===== config.mk =====
export PLATFORM = sky130hd
export DESIGN_NAME = memory_slave_bridge_flat
export DESIGN_NICKNAME = d
export VERILOG_FILES = /design/src/rtl/memory_slave_bridge_pkg.sv /design/src/rtl/memory_slave_bridge_if.sv /design/src/rtl/memory_slave_bridge_request_fifo.sv /design/src/rtl/memory_slave_bridge.sv /design/src/flat_wrapper.sv
export SDC_FILE = /design/constraint.sdc
export NUM_CORES = 1
export LEC_CHECK = 0
export BUFFER_PORTS_ARGS = -buffer_cell sky130_fd_sc_hd__buf_2
export CAP_MARGIN = 20
export CORE_MARGIN = 2
export CORE_UTILIZATION = 55
export CTS_CLUSTER_DIAMETER = 150
export DETAILED_ROUTE_END_ITERATION = 10
export PLACE_DENSITY = 0.76
export SETUP_SLACK_MARGIN = 0.4
export SYNTH_ARGS = -nofsm -noshare
export SYNTH_HDL_FRONTEND = slang
export SYNTH_SLANG_ARGS = --single-unit

===== constraint.sdc =====
create_clock -name clock -period 5 [get_ports clock]
set_input_delay 0.75 -clock clock [delete_from_list [all_inputs] [get_ports clock]]
set_output_delay 0.75 -clock clock [all_outputs]
set_load 0.01 [all_outputs]

===== src/rtl/memory_slave_bridge_pkg.sv =====
// memory_bridge_pkg: shared command codes, FSM states and status bit positions for the bridge
package memory_bridge_pkg;
    localparam int FIELD_WIDTH = 24;
    typedef enum logic [7:0] {
        CMD_NONE           = 8'd0,
        CMD_DATA_LO        = 8'd1,
        CMD_DATA_HI        = 8'd2,
        CMD_MASTER_ID      = 8'd3,
        CMD_TRY_SEND       = 8'd4,
        CMD_READ_ADDRESS   = 8'd5,
        CMD_READ_DATA_LO   = 8'd6,
        CMD_READ_DATA_HI   = 8'd7,
        CMD_READ_MASTER_ID = 8'd8,
        CMD_READ_WRITE     = 8'd9,
        CMD_POP            = 8'd10,
        CMD_READ_STATUS    = 8'd11,
        CMD_CLEAR_ERROR    = 8'd12
    } cmd_e;
    localparam logic [1:0] ST_IDLE = 2'd0;
    localparam logic [1:0] ST_SEND = 2'd1;
    localparam logic [1:0] ST_WAIT = 2'd2;
    localparam int STAT_COUNT_LSB = 24;
    localparam int STAT_WAIT      = 4;
    localparam int STAT_EMPTY     = 3;
    localparam int STAT_FULL      = 2;
    localparam int STAT_TIMEOUT   = 1;
    localparam int STAT_UNDERFLOW = 0;
endpackage


===== src/rtl/memory_slave_bridge_if.sv =====
// memory_slave_bridge_if: master request / slave response signals of one memory bus slave port
interface memory_slave_bridge_if #(
    parameter int ADDR_WIDTH = 32,
    parameter int DATA_WIDTH = 48,
    parameter int ID_WIDTH   = 8
);
    logic                  msValid;
    logic [ADDR_WIDTH-1:0] msAddress;
    logic [DATA_WIDTH-1:0] msData;
    logic [ID_WIDTH-1:0]   msID;
    logic                  msWrite;
    logic                  msTake;
    logic                  smValid;
    logic [DATA_WIDTH-1:0] smData;
    logic [ID_WIDTH-1:0]   smID;
    logic                  smTaken;
    modport master (
        output msValid, msAddress, msData, msID, msWrite, smTaken,
        input  msTake, smValid, smData, smID
    );
    modport slave (
        input  msValid, msAddress, msData, msID, msWrite, smTaken,
        output msTake, smValid, smData, smID
    );
endinterface


===== src/rtl/memory_slave_bridge_request_fifo.sv =====
// request_fifo: synchronous FIFO holding accepted master requests, with occupancy flags
module request_fifo #(
    parameter int WIDTH = 89,
    parameter int DEPTH = 4
) (
    input  logic                       clock,
    input  logic                       reset,
    input  logic                       push,
    input  logic                       pop,
    input  logic [WIDTH-1:0]           wdata,
    output logic [WIDTH-1:0]           rdata,
    output logic [$clog2(DEPTH+1)-1:0] count,
    output logic                       full,
    output logic                       empty
);
    localparam int PW = $clog2(DEPTH);
    localparam int CW = $clog2(DEPTH+1);
    logic [WIDTH-1:0] mem [DEPTH];
    logic [PW-1:0]    wr_ptr;
    logic [PW-1:0]    rd_ptr;
    logic             do_push;
    logic             do_pop;
    assign full    = count == CW'(DEPTH);
    assign empty   = count == '0;
    assign do_push = push && !full;
    assign do_pop  = pop && !empty;
    assign rdata   = mem[rd_ptr];
    // pointers wrap naturally because DEPTH is a power of two
    always_ff @(posedge clock or posedge reset) begin
        if (reset) begin
            wr_ptr <= '0;
            rd_ptr <= '0;
            count  <= '0;
        end else begin
            if (do_push) wr_ptr <= wr_ptr + PW'(1);
            if (do_pop) rd_ptr <= rd_ptr + PW'(1);
            count <= count + CW'(do_push) - CW'(do_pop);
        end
    end
    // storage needs no reset; stale slots are never visible past the count
    always_ff @(posedge clock) begin
        if (do_push) mem[wr_ptr] <= wdata;
    end
endmodule


===== src/rtl/memory_slave_bridge.sv =====
// memory_slave_bridge: software-driven memory bus slave behind a 32-bit command/response word
module memory_slave_bridge
    import memory_bridge_pkg::*;
#(
    parameter int ADDR_WIDTH = 32,
    parameter int DATA_WIDTH = 48,
    parameter int ID_WIDTH   = 8,
    parameter int REQ_DEPTH  = 4,
    parameter int TIMEOUT    = 1024
) (
    input  logic                  clock,
    input  logic                  reset,
    input  logic [31:0]           in,
    output logic [31:0]           out,
    memory_slave_bridge_if.slave  bus
);
    localparam int EW   = ADDR_WIDTH + DATA_WIDTH + ID_WIDTH + 1;
    localparam int CNTW = $clog2(REQ_DEPTH+1);
    localparam int TW   = TIMEOUT > 0 ? $clog2(TIMEOUT+1) : 1;
    localparam logic [TW-1:0]         TLAST   = TW'(TIMEOUT > 0 ? TIMEOUT - 1 : 0);
    localparam logic [DATA_WIDTH-1:0] LO_MASK = DATA_WIDTH'(24'hFFFFFF);
    logic [7:0]             cmd;
    logic [FIELD_WIDTH-1:0] field;
    logic [1:0]             state;
    logic [TW-1:0]          wcnt;
    logic                   err_to;
    logic                   err_uf;
    logic [DATA_WIDTH-1:0]  data_q;
    logic [ID_WIDTH-1:0]    id_q;
    logic [EW-1:0]          head;
    logic [CNTW-1:0]        count;
    logic                   full;
    logic                   empty;
    logic                   fifo_pop;
    logic                   timeout_hit;
    logic [ADDR_WIDTH-1:0]  head_addr;
    logic [DATA_WIDTH-1:0]  head_data;
    logic [ID_WIDTH-1:0]    head_id;
    logic                   head_write;
    assign cmd   = in[31:24];
    assign field = in[23:0];
    assign {head_addr, head_data, head_id, head_write} = head;
    assign bus.msTake  = !full && !reset;
    assign bus.smValid = state == ST_SEND;
    assign bus.smData  = data_q;
    assign bus.smID    = id_q;
    assign fifo_pop    = state == ST_IDLE && cmd == CMD_POP && !empty;
    assign timeout_hit = TIMEOUT != 0 && wcnt == TLAST;
    request_fifo #(.WIDTH(EW), .DEPTH(REQ_DEPTH)) u_fifo (
        .clock (clock),
        .reset (reset),
        .push  (bus.msValid && bus.msTake),
        .pop   (fifo_pop),
        .wdata ({bus.msAddress, bus.msData, bus.msID, bus.msWrite}),
        .rdata (head),
        .count (count),
        .full  (full),
        .empty (empty)
    );
    // command sequencer: actions fire in IDLE, WAIT holds until software issues NONE
    always_ff @(posedge clock or posedge reset) begin
        if (reset) begin
            state  <= ST_IDLE;
            wcnt   <= '0;
            err_to <= 1'b0;
            err_uf <= 1'b0;
            data_q <= '0;
            id_q   <= '0;
        end else begin
            case (state)
                ST_IDLE: begin
                    wcnt <= '0;
                    case (cmd)
                        CMD_DATA_LO:   data_q <= (data_q & ~LO_MASK) | DATA_WIDTH'(field);
                        CMD_DATA_HI:   data_q <= (data_q & LO_MASK) | DATA_WIDTH'({field, 24'b0});
                        CMD_MASTER_ID: id_q <= field[ID_WIDTH-1:0];
                        CMD_TRY_SEND:  state <= ST_SEND;
                        CMD_POP: begin
                            state <= ST_WAIT;
                            if (empty) err_uf <= 1'b1;
                        end
                        CMD_CLEAR_ERROR: begin
                            state  <= ST_WAIT;
                            err_to <= 1'b0;
                            err_uf <= 1'b0;
                        end
                        default: ;
                    endcase
                end
                ST_SEND: begin
                    if (bus.smTaken) state <= ST_WAIT;
                    else if (timeout_hit) begin
                        state  <= ST_WAIT;
                        err_to <= 1'b1;
                    end else wcnt <= wcnt + TW'(1);
                end
                default: if (cmd == CMD_NONE) state <= ST_IDLE;
            endcase
        end
    end
    // response word: FIFO head fields, status, or handshake progress depending on command
    always_comb begin
        out = '0;
        case (cmd)
            CMD_READ_ADDRESS:   out = empty ? '0 : 32'(head_addr);
            CMD_READ_DATA_LO:   out = empty ? '0 : 32'(24'(head_data));
            CMD_READ_DATA_HI:   out = empty ? '0 : 32'(24'(head_data >> FIELD_WIDTH));
            CMD_READ_MASTER_ID: out = empty ? '0 : 32'(head_id);
            CMD_READ_WRITE:     out = empty ? '0 : 32'(head_write);
            CMD_READ_STATUS:    out = {8'(count), 19'b0, state == ST_WAIT, empty, full, err_to, err_uf};
            CMD_TRY_SEND, CMD_POP, CMD_CLEAR_ERROR: out = {30'b0, err_to | err_uf, state == ST_WAIT};
            default:            out = '0;
        endcase
    end
endmodule


===== src/flat_wrapper.sv =====
// flat-port wrapper written by rule: the top's interface ports become plain ports
module memory_slave_bridge_flat import memory_bridge_pkg::*;
#(
    parameter int ADDR_WIDTH = 32,
    parameter int DATA_WIDTH = 48,
    parameter int ID_WIDTH   = 8,
    parameter int REQ_DEPTH  = 4,
    parameter int TIMEOUT    = 1024
)
  (clock, reset, in, out, bus_msValid, bus_msAddress, bus_msData, bus_msID, bus_msWrite, bus_smTaken, bus_msTake, bus_smValid, bus_smData, bus_smID);
  memory_slave_bridge_if #(.ADDR_WIDTH(ADDR_WIDTH), .DATA_WIDTH(DATA_WIDTH), .ID_WIDTH(ID_WIDTH)) bus_i ();
  input  logic clock;
  input  logic reset;
  input  logic [31:0] in;
  output logic [31:0] out;
  input wire logic [$bits(bus_i.msValid)-1:0] bus_msValid;
  input wire logic [$bits(bus_i.msAddress)-1:0] bus_msAddress;
  input wire logic [$bits(bus_i.msData)-1:0] bus_msData;
  input wire logic [$bits(bus_i.msID)-1:0] bus_msID;
  input wire logic [$bits(bus_i.msWrite)-1:0] bus_msWrite;
  input wire logic [$bits(bus_i.smTaken)-1:0] bus_smTaken;
  output wire logic [$bits(bus_i.msTake)-1:0] bus_msTake;
  output wire logic [$bits(bus_i.smValid)-1:0] bus_smValid;
  output wire logic [$bits(bus_i.smData)-1:0] bus_smData;
  output wire logic [$bits(bus_i.smID)-1:0] bus_smID;
  assign bus_i.msValid = bus_msValid;
  assign bus_i.msAddress = bus_msAddress;
  assign bus_i.msData = bus_msData;
  assign bus_i.msID = bus_msID;
  assign bus_i.msWrite = bus_msWrite;
  assign bus_i.smTaken = bus_smTaken;
  assign bus_msTake = bus_i.msTake;
  assign bus_smValid = bus_i.smValid;
  assign bus_smData = bus_i.smData;
  assign bus_smID = bus_i.smID;
  memory_slave_bridge #(.ADDR_WIDTH(ADDR_WIDTH), .DATA_WIDTH(DATA_WIDTH), .ID_WIDTH(ID_WIDTH), .REQ_DEPTH(REQ_DEPTH), .TIMEOUT(TIMEOUT)) u_core (.clock(clock), .reset(reset), .in(in), .out(out), .bus(bus_i));
endmodule

# After elaboration in Yosys (flattened, before gate mapping)
# Memories as Yosys holds them, arrays and structs flattened.
# Cells that the tools add are included.
# Widths: inputs -> output; s select.
# word_totals
register_bits,78
ram_bits,356
elab_cells,88
n_memories,1
# memory_table
name,words,word_bits,rd,rd_clocked_by_memory_dff,wr,line,source
u_core.u_fifo.mem,4,89,1,0,1,memory_slave_bridge_request_fifo.sv:18,logic [WIDTH-1:0] mem [DEPTH];
# op_classes
addsub,5
n_eq_ne,23
muxes,23
n_bitwise,3
n_reduce_logical,24
# op_table
operator,count
$pmux 32 s7,1
$pmux 48 s2,1
$mux 24,2
$or 24x48->48,1
$or 48x24->48,1
$eq 8x4->1 const B,5
$eq 8x3->1 const B,4
$mux 32,1
$mux 11,2
$pmux 11 s2,1
$eq 8x2->1 const B,2
$add 11x1->11 const B,1
$eq 11x10->1 const B,1
$reduce_and 3->1,3
$eq 8x1->1 const B,1
$logic_not 8->1,1
$mux 8,1
$pmux 2 s2,2
$mux 1,7
$logic_and 1x1->1,6
$mux 2,3
$ne 2x2->1 const B,3
$reduce_bool 2->1,3
$add 2x1->2 const B,2
other kinds (18),23

# Longest topological paths before layout
# logic_depth
ltp_word,7
mapped_depth,11
ltp_nobuf,11

# Hierarchy
# Synthesis repeated with hierarchy kept, for this count alone.
# hier_totals
hier_cells,872
hier_area_um2,17387.9
# by_module_without_submodules
module,n_inst,cells_per_inst,area_each_um2,seq_area_each_um2
request_fifo,1,507,13401.6,10865.4
memory_slave_bridge,1,365,3986.3,1776.7

# Least setup slack after synthesis
# Ideal clock, no wire load.
# synth_timing
kind,input to register
from,input reset
to,"memory u_core.u_fifo.mem[0][0], enable pin"
setup_ns,0.458
t_arrival_ns,3.270
t_required_ns,4.542
path_slack_ns,1.271
path_stages,2
path_buffers,0
cell_sequence,a21oi_1 > and3_1
# synth_via
elab_chain_len,6
# synth_rtl
item,line,source
from (decl),flat_wrapper.sv:13,input logic reset;
$logic_not 1->1,memory_slave_bridge.sv:43,assign bus.msTake = !full && !reset;
$logic_and 1x1->1,memory_slave_bridge.sv:43,
$logic_and 1x1->1,memory_slave_bridge.sv:52,".push (bus.msValid && bus.msTake),"
$logic_and 1x1->1,memory_slave_bridge_request_fifo.sv:25,assign do_push = push && !full;
$mux 1,memory_slave_bridge_request_fifo.sv:42,if (do_push) mem[wr_ptr] <= wdata;
$mux 1 (implied by the code),memory_slave_bridge_request_fifo.sv:42,
to (decl),memory_slave_bridge_request_fifo.sv:18,
# No other way between the ends.

# Worst setup path after layout
# layout_timing
from,register u_core.u_fifo.rd_ptr[0]
to,output out[19]
# layout_via
elab_chain_len,3
elab_cells_between_ends,5
classes_between,mux (4); memory (1)
# layout_rtl
item,line,source
from (decl),memory_slave_bridge_request_fifo.sv:20,logic [PW-1:0] rd_ptr;
from (signal assigned),memory_slave_bridge_request_fifo.sv:36,if (do_pop) rd_ptr <= rd_ptr + PW'(1);
$mem_v2 4x89 (*),n/a,
$mux 24 (tied with other cells),memory_slave_bridge.sv:107,CMD_READ_DATA_HI: out = empty ? '0 : 32'(24'(head_data >> FIELD_WIDTH));
$pmux 32 s7 (*),memory_slave_bridge.sv:104,case (cmd)
to (decl),flat_wrapper.sv:15,output logic [31:0] out;
# Every way passes the cells marked *; elsewhere a longest branch is shown, timed or not.

==> flow_metrics.tcl <==
set metrics [dict create \
    outcome "finished, final reports clean" \
    yosysUniqueCellTypes 57 \
    tightest_slew_ns 1.02 \
    hold_class "in2async" \
    antenna_found_initial 10 \
    sequentialPowerShare_pct 52.4 \
    track_usage_pct 22.0 \
    drt-initial-drc-count 723 \
    m1WireLength_um 14200 \
    wl_met3_um 2970 \
    p_int_uw 6580 \
    clock_sinks 434 \
    dominantRegCellSynth "edfxtp_1" \
    yosys.area.top_type_share_pct 62.8 \
    syn_avg_cell_area_um2 20.1 \
    p_sw_share_pct 22.5 \
    critPathCaptureType "output port" \
    hold_buffers 0 \
    critPathLaunchType "register" \
    final_cells 1514 \
    cts.path.max_buffers 3 \
    p_per_area_nw_per_um2 423 \
    whs_ns 0.418 \
    synth-edff-count 356 \
    coreArea_um2 30500 \
    cp.arrival_ns 2.95 \
    area_delta_synth_final_pct 17.9 \
    ioPinCount 215 \
    clkLatencyLatePin_ns 0.54 \
    final_common_cell "edfxtp_1" \
    finalWeightedCongestion 0.821 \
    nets 1214 \
    grt_pass1_wl_um 54600 \
    dp_hpwl_um 22700 \
    grt_max_degree 60 \
    p_comb_share_pct 10.3 \
    numCtsBuffers 43 \
    drc_errors 0 \
    dr.pass1.iters 5 \
    wl_met2_um 17300 \
    dp.cells 1431 \
    ys_seq_elements 434 \
    top_layer "met5" \
    clkPwrFrac_pct 37.4 \
    report.final.slew_viol_count 0 \
    vias 8905 \
    tritoncts "yes" \
    relSlewSlack_pct 31.7 \
    min_period_ns 3.70 \
    first_global_vias 9170 \
    synth.net_count 979 \
    final_core_util_pct 65.8 \
    finalSetupViolations 0 \
    num_rows 64 \
    wire_per_inst_um 23.3 \
    synth.top_cells.by_area "edfxtp_1 (63%), mux4_2 (12%), dfrtp_1 (11%)" \
    rsz0062_at_grt "false" \
    synth_top_cell_by_area "edfxtp_1" \
    start_util_pct 55.8 \
    p_leak_uw 0.00744 \
    grt-ovfl-total 0 \
    cts_root_buffer "clkbuf_16" \
    portBuffers 214 \
    switchingPower_uw 1910 \
    async_flop_share_pct 18.0 \
    fin_skew_ns 0.0149 \
    syn_inst 846 \
    final_cell_mix "edfxtp_1 (356), buf_2 (214), mux4_2 (89), dfrtp_1 (76), clkbuf_16 (44)" \
    postRouteAntennaNets 0 \
    cp.required_ns 4.25 \
    fin_crit_sh_pct 73.9 \
    final_hold_viol_count 0 \
    htree_levels 2 \
    synth_area_um2 17000 \
    critPathMaxFanout 37 \
    power_uw 8490 \
    cts_resized 0 \
    synth_warnings 0 \
    clk_pin_slew_ns 0.06 \
    viasPerCell 5.88 \
    clock.fmax_mhz 271 \
    final.setup.tns_ns 0 \
    dieArea_um2 32400 \
    critPathKind "reg2out" \
    drv_cap 0 \
    die_w_um 180 \
    drive_above_1_share_pct 41.2 \
    cts_setup_buffers 0 \
    routed_wl_um 35200 \
    die_h_um 180 \
    synth_seq_area_share_pct 74.2 \
    ir_drop_mv 0.318 \
]
## area by class of cell
cell class	count	area, um2
diodes	7	17.5
clock buffers	55	1150
clock inverters	20	240
fillers	2038	10400
inverters	11	41.3
multi-input cells	356	4200
flip-flops and latches	434	12600
well taps	396	495
repair buffers	235	1280
## state kept, by name, summed over array words and instances (netlist names)
| signal | cells |
|---|---|
| u_core.bus.smID | 8 |
| u_core.u_fifo.count | 3 |
| u_core.err_to | 1 |
| u_core.u_fifo.mem | 356 |
| u_core.bus.smData | 48 |
| u_core.state | 2 |
| u_core.u_fifo.rd_ptr | 2 |
| u_core.wcnt | 11 |
| u_core.u_fifo.wr_ptr | 2 |
| u_core.err_uf | 1 |
## cell families (layout without fill, tap and decap cells)
family	after synthesis	in the layout	synth area share, %
AOI/OAI and AO/OA	98	98	4.11
xor gates and xnor gates	8	8	0.411
adders and majority gates	8	8	0.632
buffers and inverters	56	321	1.43
DFF	434	434	74.2
muxes	147	147	16.0
other	0	7	0
and+or+nand+nor	95	95	3.14
## power by group through the flow
stage	clock, uW	sequential, uW	combinational, uW
after CTS	3240	4450	892
after global placement	0	4500	874
after detailed placement	0	4520	887
final	3170	4450	871
after global routing	3390	4480	951
after floorplan	0	4500	563
## cells in the mapped netlist (4+ instances only)
cell type,count
edfxtp_1,356
mux4_2,89
dfrtp_1,78
mux2_2,38
nand2_1,27
clkbuf_1,25
a21oi_1,23
a22oi_1,21
mux2_4,20
buf_2,15
and3_1,11
inv_1,11
nor2_1,9
o31ai_1,9
o21ai_0,8
ha_1,7
a32oi_1,6
and2_1,6
nand2b_1,6
nand3_1,6
nor4_1,5
xnor2_1,5
a22o_1,4
a32o_1,4
nor2b_1,4
## path summary, 6_finish.rpt
check | start | to | slack (ns) | depth (start not counted)
max | u_core.u_fifo.rd_ptr[0] | out[19] | 1.30 | 5
min | reset | u_core.bus.smData[41] | 0.42 | 2
max reg2reg | u_core.u_fifo.count[1] | u_core.u_fifo.count[2] | 2.30 | 10
min reg2reg | u_core.bus.smData[9] | u_core.bus.smData[9] | 0.50 | 1
max in group asynchronous | reset | u_core.bus.smData[33] | 3.60 | 3
min in group clock | bus_msData[41] | u_core.u_fifo.mem[1][50] | 0.42 | 1
## worst max-delay path, stage by stage (launching register included)
cell and delay [ns]:
dfrtp_4 0.88, buf_12 0.38, mux4_2 0.56, a22oi_1 0.30
a21oi_1 0.11, buf_2 0.15
## per-stage QoR
| stage | setup slack, ns | area [um2] |
|---|---|---|
| floorplan | 1.27 | 17000 |
| global placement | 1.39 | 18700 |
| detailed placement | 1.43 | 18700 |
| CTS | 1.20 | 20100 |
| global route | 1.07 | 20100 |
| finish | 1.30 | 20100 |
## per-layer routing
layer | track usage [%] | vias up
met2 | 35.3 | 355
met4 | 6.57 | 6
li1 | - | 3970
met1 | 30.3 | 4506
met5 | 0 | -
met3 | 5.71 | 68
Power figures use the tool's default switching activity.
